<file path="config.mk">
export PLATFORM = sky130hd
export DESIGN_NAME = ne16_input_buffer_loader
export DESIGN_NICKNAME = d
export VERILOG_FILES = /design/src/rtl/ne16_input_buffer_loader.sv
export SDC_FILE = /design/constraint.sdc
export NUM_CORES = 1
export LEC_CHECK = 0
export BUFFER_PORTS_ARGS = -buffer_cell sky130_fd_sc_hd__buf_2
export CORE_AREA = 2 2 117 119
export CTS_CLUSTER_SIZE = 10
export DETAILED_ROUTE_END_ITERATION = 8
export DIE_AREA = 0 0 119 121
export HOLD_SLACK_MARGIN = 0.15
export PLACE_DENSITY = 0.53
export SETUP_SLACK_MARGIN = 0.05
export SYNTH_ARGS = -nofsm -noshare
export SYNTH_HDL_FRONTEND = slang
export SYNTH_SLANG_ARGS = --single-unit
</file>
<file path="constraint.sdc">
create_clock -name clk_i -period 7.1 [get_ports clk_i]
set_input_delay 1.065 -clock clk_i [delete_from_list [all_inputs] [get_ports clk_i]]
set_output_delay 1.065 -clock clk_i [all_outputs]
set_load 0.03 [all_outputs]
</file>
<file path="src/rtl/ne16_input_buffer_loader.sv">
// Write-side controller for the NE16 input buffer: streams words in, inserts
// zero padding, supports broadcast, and hands a full tile to the engine.
module ne16_input_buffer_loader #(
  parameter int ADDR_WIDTH = 5,
  parameter int DATA_WIDTH = 128,
  parameter int NUM_WORDS  = 25
) (
  input  logic                  clk_i,
  input  logic                  rst_ni,
  input  logic                  clear_i,
  input  logic                  start_i,
  input  logic [ADDR_WIDTH-1:0] nb_words_i,
  input  logic [NUM_WORDS-1:0]  pad_mask_i,
  input  logic                  bcast_i,
  input  logic                  in_valid_i,
  output logic                  in_ready_o,
  input  logic [DATA_WIDTH-1:0] in_data_i,
  output logic                  we_o,
  output logic                  we_all_o,
  output logic [ADDR_WIDTH-1:0] waddr_o,
  output logic [DATA_WIDTH-1:0] wdata_o,
  output logic                  clear_o,
  output logic                  buf_valid_o,
  input  logic                  buf_release_i,
  output logic                  busy_o
);

  typedef enum logic [1:0] {IDLE, LOAD, FULL} state_t;

  localparam logic [ADDR_WIDTH-1:0] LAST = ADDR_WIDTH'(NUM_WORDS - 1);

  state_t                r_state, w_state_nxt;
  logic [ADDR_WIDTH-1:0] r_cnt, w_cnt_nxt;
  logic [ADDR_WIDTH-1:0] r_nb, w_nb_nxt, w_nb_clamp;
  logic [NUM_WORDS-1:0]  r_pad, w_pad_nxt, w_pad_sh;
  logic                  r_bcast, w_bcast_nxt;
  logic                  w_is_pad, w_advance;

  assign w_nb_clamp = (nb_words_i > LAST) ? LAST : nb_words_i;
  assign w_pad_sh   = r_pad >> r_cnt;
  assign w_is_pad   = w_pad_sh[0] & ~r_bcast;

  assign waddr_o = r_cnt;
  assign clear_o = clear_i;
  assign busy_o  = (r_state != IDLE);

  always_ff @(posedge clk_i or negedge rst_ni) begin
    if (!rst_ni) begin
      r_state <= IDLE;
      r_cnt   <= '0;
      r_nb    <= '0;
      r_pad   <= '0;
      r_bcast <= 1'b0;
    end else begin
      r_state <= w_state_nxt;
      r_cnt   <= w_cnt_nxt;
      r_nb    <= w_nb_nxt;
      r_pad   <= w_pad_nxt;
      r_bcast <= w_bcast_nxt;
    end
  end

  always_comb begin
    w_state_nxt = r_state;
    w_cnt_nxt   = r_cnt;
    w_nb_nxt    = r_nb;
    w_pad_nxt   = r_pad;
    w_bcast_nxt = r_bcast;
    w_advance   = 1'b0;
    in_ready_o  = 1'b0;
    we_o        = 1'b0;
    we_all_o    = 1'b0;
    wdata_o     = in_data_i;
    buf_valid_o = 1'b0;

    case (r_state)
      IDLE: begin
        if (start_i) begin
          w_nb_nxt    = w_nb_clamp;
          w_pad_nxt   = pad_mask_i;
          w_bcast_nxt = bcast_i;
          w_cnt_nxt   = '0;
          w_state_nxt = LOAD;
        end
      end
      LOAD: begin
        if (r_bcast) begin
          // Ready is unconditional here, so valid alone marks a transfer.
          in_ready_o = 1'b1;
          if (in_valid_i) begin
            we_o        = 1'b1;
            we_all_o    = 1'b1;
            w_cnt_nxt   = '0;
            w_state_nxt = FULL;
          end
        end else if (w_is_pad) begin
          we_o      = 1'b1;
          wdata_o   = '0;
          w_advance = 1'b1;
        end else begin
          in_ready_o = 1'b1;
          if (in_valid_i) begin
            we_o      = 1'b1;
            w_advance = 1'b1;
          end
        end
        if (w_advance) begin
          if (r_cnt == r_nb) begin
            w_cnt_nxt   = '0;
            w_state_nxt = FULL;
          end else begin
            w_cnt_nxt = r_cnt + 1'b1;
          end
        end
      end
      FULL: begin
        buf_valid_o = 1'b1;
        if (buf_release_i) begin
          if (start_i) begin
            w_nb_nxt    = w_nb_clamp;
            w_pad_nxt   = pad_mask_i;
            w_bcast_nxt = bcast_i;
            w_cnt_nxt   = '0;
            w_state_nxt = LOAD;
          end else begin
            w_state_nxt = IDLE;
          end
        end
      end
      default: w_state_nxt = IDLE;
    endcase

    if (clear_i) begin
      w_state_nxt = IDLE;
      w_cnt_nxt   = '0;
      w_nb_nxt    = '0;
      w_pad_nxt   = '0;
      w_bcast_nxt = 1'b0;
      in_ready_o  = 1'b0;
      we_o        = 1'b0;
      we_all_o    = 1'b0;
    end
  end

endmodule

</file>
==> impl_metrics.ini <==
[critical_path]
reg2reg_from = waddr_o[0]
cpLargestDelayFamily = multiplexers
required_ps = 6030
slowest_stage = dfrtp_1
r2r_cells = 6
end_kind = primary output
crit_type = reg2out
critical_path_arrival_ps = 3970
reg2reg_slack_ps = 4390
path_buf_inv = 2
path_cells = mux4_1 > mux4_2 > nor2_2 > a21oi_2 > nand2_2 > buf_4 > and2_2 > buf_2
cp-start-kind = register
r2r_end = waddr_o[0]
crit_path_max_incr_delay_ps = 680
cp_max_fo = 67

[pwr]
p_leak_nw = 2.54
power_frac_seq_pct = 26.3
vdd_drop_max_mv = 0.142
p_int_uw = 601
p_sw_uw = 389
clock_power_share_pct = 30.0
power_density_nw_per_um2 = 208
p_sw_share_pct = 39.3
combPwrFrac_pct = 43.8

[sta]
rsz0062_at_grt = false
hold_violations = 0
max-slew-margin-rel_pct = 29.6
fin_skew_ps = 6.17
period_needed_ps = 5030
fin_setup_tns_ps = 0
finalSetupViolCount = 0
layout_setup_ws_ps = 2070
drv_slew = 0
tightest_slew_ps = 1060
min_period_over_period_pct = 70.8
fmax_mhz = 199

[placed_design]
numPortBuffers = 303
detailed_place_hpwl_um = 14200
gp_congestion = 0.858
place_ws_ps = 2360

[min_path]
min_from = r_pad[5]
hold_path_end = r_pad[5]
hp-class = reg2reg
holdPathStages = 2

[routing]
drt_iter0_drc = 145
ant_nets = 0
wl_um = 16600
drc = 0
first_pass_iters = 4
via_count = 3640
wire_per_inst_um = 20.1
routed_via_density = 4.41

[floorplanning]
start_util_pct = 22.7
core_um2 = 13100
num_rows = 42
die_area_um2 = 14400
die_w_um = 119
io_pins = 304
die_y_um = 121

[yosys]
synth_top_cell_by_area = dfrtp_1
ys_warn_count = 0
syn_nets = 535
ys.flop_type = dfrtp_1
synth_commonest_cells = and2_1 (100), nand2_1 (66), dfrtp_1 (38)
syn_avg_cell_area_um2 = 8.13
synthArstFlopShare_pct = 100
yosysUniqueCellTypes = 42
syn-cell-area_um2 = 2970
yosysTopAreaCellShare_pct = 32.0
synth.yosys.seq_area_share_pct = 32.0
yosys-top-cells-area = dfrtp_1 (32%), and2_1 (21%), nand2_1 (8.3%), and2_2 (7.3%), a21oi_1 (5.4%)
syn_inst = 365
synth-edff-count = 0
synth_seq_cells = 38
yosysMostFrequentCell = and2_1

[clocking]
postCtsSetupBuffers = 0
cts_resized = 0
h-tree-depth = 2
cts.reportedPaths.clkPinSlew_ps = 60
cts_buffers = 5
cts_hold_buf = 0
clock_latency_ps = 280
clock_path_buffers = 2
cts_tree = yes
clock-root-buffer = clkbuf_16
numClockSinks = 38

[layout]
final_nets = 815
drive_above_1_share_pct = 54.0
fin_util_pct = 36.4
fill_cells = 1452
area_growth_pct = 60.5

[run_status]
status = complete, no violations

[grt]
antenna_found_initial = 6
grt_max_degree = 68
grt_pass1_wl_um = 22900
grt_overflow = 0
grt_usage_pct = 21.8
grt_pass1_vias = 3471

[run]
cap_violations = 0
cell usage in the layout (no fill, tap or decap), types with 2 or more instances in the layout:
cell,netlist,routed
a21boi_0,2,2
a21o_1,2,2
a21oi_1,32,32
a22o_1,2,2
a311oi_1,2,2
and2_1,100,100
and2_2,29,29
buf_2,1,303
bufinv_16,0,2
clkbuf_16,0,5
dfrtp_1,38,38
diode_2,0,4
ha_1,5,5
inv_1,5,5
mux2i_1,2,2
mux4_1,5,5
nand2_1,66,66
nand2b_1,4,4
nand3_1,6,6
nor2_1,6,6
nor3_1,2,2
o211ai_1,2,2
o21ai_0,3,3
xnor2_1,4,4
xor2_1,2,2
cell families after synthesis:
kind of cell	share of synthesized area, %
and+or+nand+nor	41.1
AOI/OAI and AO/OA	10.8
DFF	32.0
buffers and inverters	5.99
muxes	6.24
xor gates and xnor gates	1.77
adders and majority gates	2.11
sequential cells by signal (all words and copies together) (netlist names):
signal and cells:
r_pad 25, r_nb 5, waddr_o 5, r_state 2, r_bcast 1
routing by layer:
layer	vias up	wire length, um	global-route usage, %
met5	-	40	0
met4	6	68	3.05
met3	12	1720	8.60
met2	168	7350	32.9
met1	1716	7390	30.0
li1	1738	-	-
final cells by class:
cell class | instances | area [um^2] | share of cell area (%)
Antenna cell | 4 | 10.0 | 0.210
Tap cell | 176 | 220 | 4.62
Multi-Input combinational cell | 291 | 1840 | 38.6
Clock inverter | 2 | 60.1 | 1.26
Clock buffer | 6 | 139 | 2.92
Timing Repair Buffer | 304 | 1520 | 32.0
Sequential cell | 38 | 951 | 20.0
Inverter | 5 | 18.8 | 0.394
worst max-delay path by stage:
stage	from	endpoint	slack, ps	cells after the start
6_report	waddr_o[0]	wdata_o[28]	2070	8
5_1_grt	waddr_o[0]	wdata_o[28]	1810	8
4_1_cts	waddr_o[0]	wdata_o[28]	2060	8
3_5_place_dp	waddr_o[0]	wdata_o[28]	2360	8
3_3_place_gp	waddr_o[0]	wdata_o[28]	2520	8
2_1_floorplan	waddr_o[0]	wdata_o[109]	3430	9
power by group through the flow:
stage	registers (mW)	clock network (mW)	logic, mW
floorplan	0.258	0	0.293
global placement	0.264	0	0.432
detailed placement	0.264	0	0.435
CTS	0.260	0.302	0.438
global route	0.264	0.311	0.469
finish	0.260	0.297	0.433
worst reg2reg max path, stage by stage, from the launching register on:
cell,delay [ps]
dfrtp_1,680
mux4_1,640
mux4_2,500
nor2_2,130
nand3_1,90
a21oi_1,360
mux2_2,240
through the flow:
step | instances | power, mW | instance area (um^2) | hold slack, ps
6_report | 826 | 0.991 | 4760 | 524
5_1_grt | 823 | 1.04 | 4750 | 541
4_1_cts | 822 | 1.00 | 4750 | 524
3_5_place_dp | 814 | 0.699 | 4550 | 517
3_3_place_gp | 814 | 0.696 | 4550 | 511
2_1_floorplan | 365 | 0.552 | 2970 | 495
Note: power is estimated with default switching activity, not from simulation.
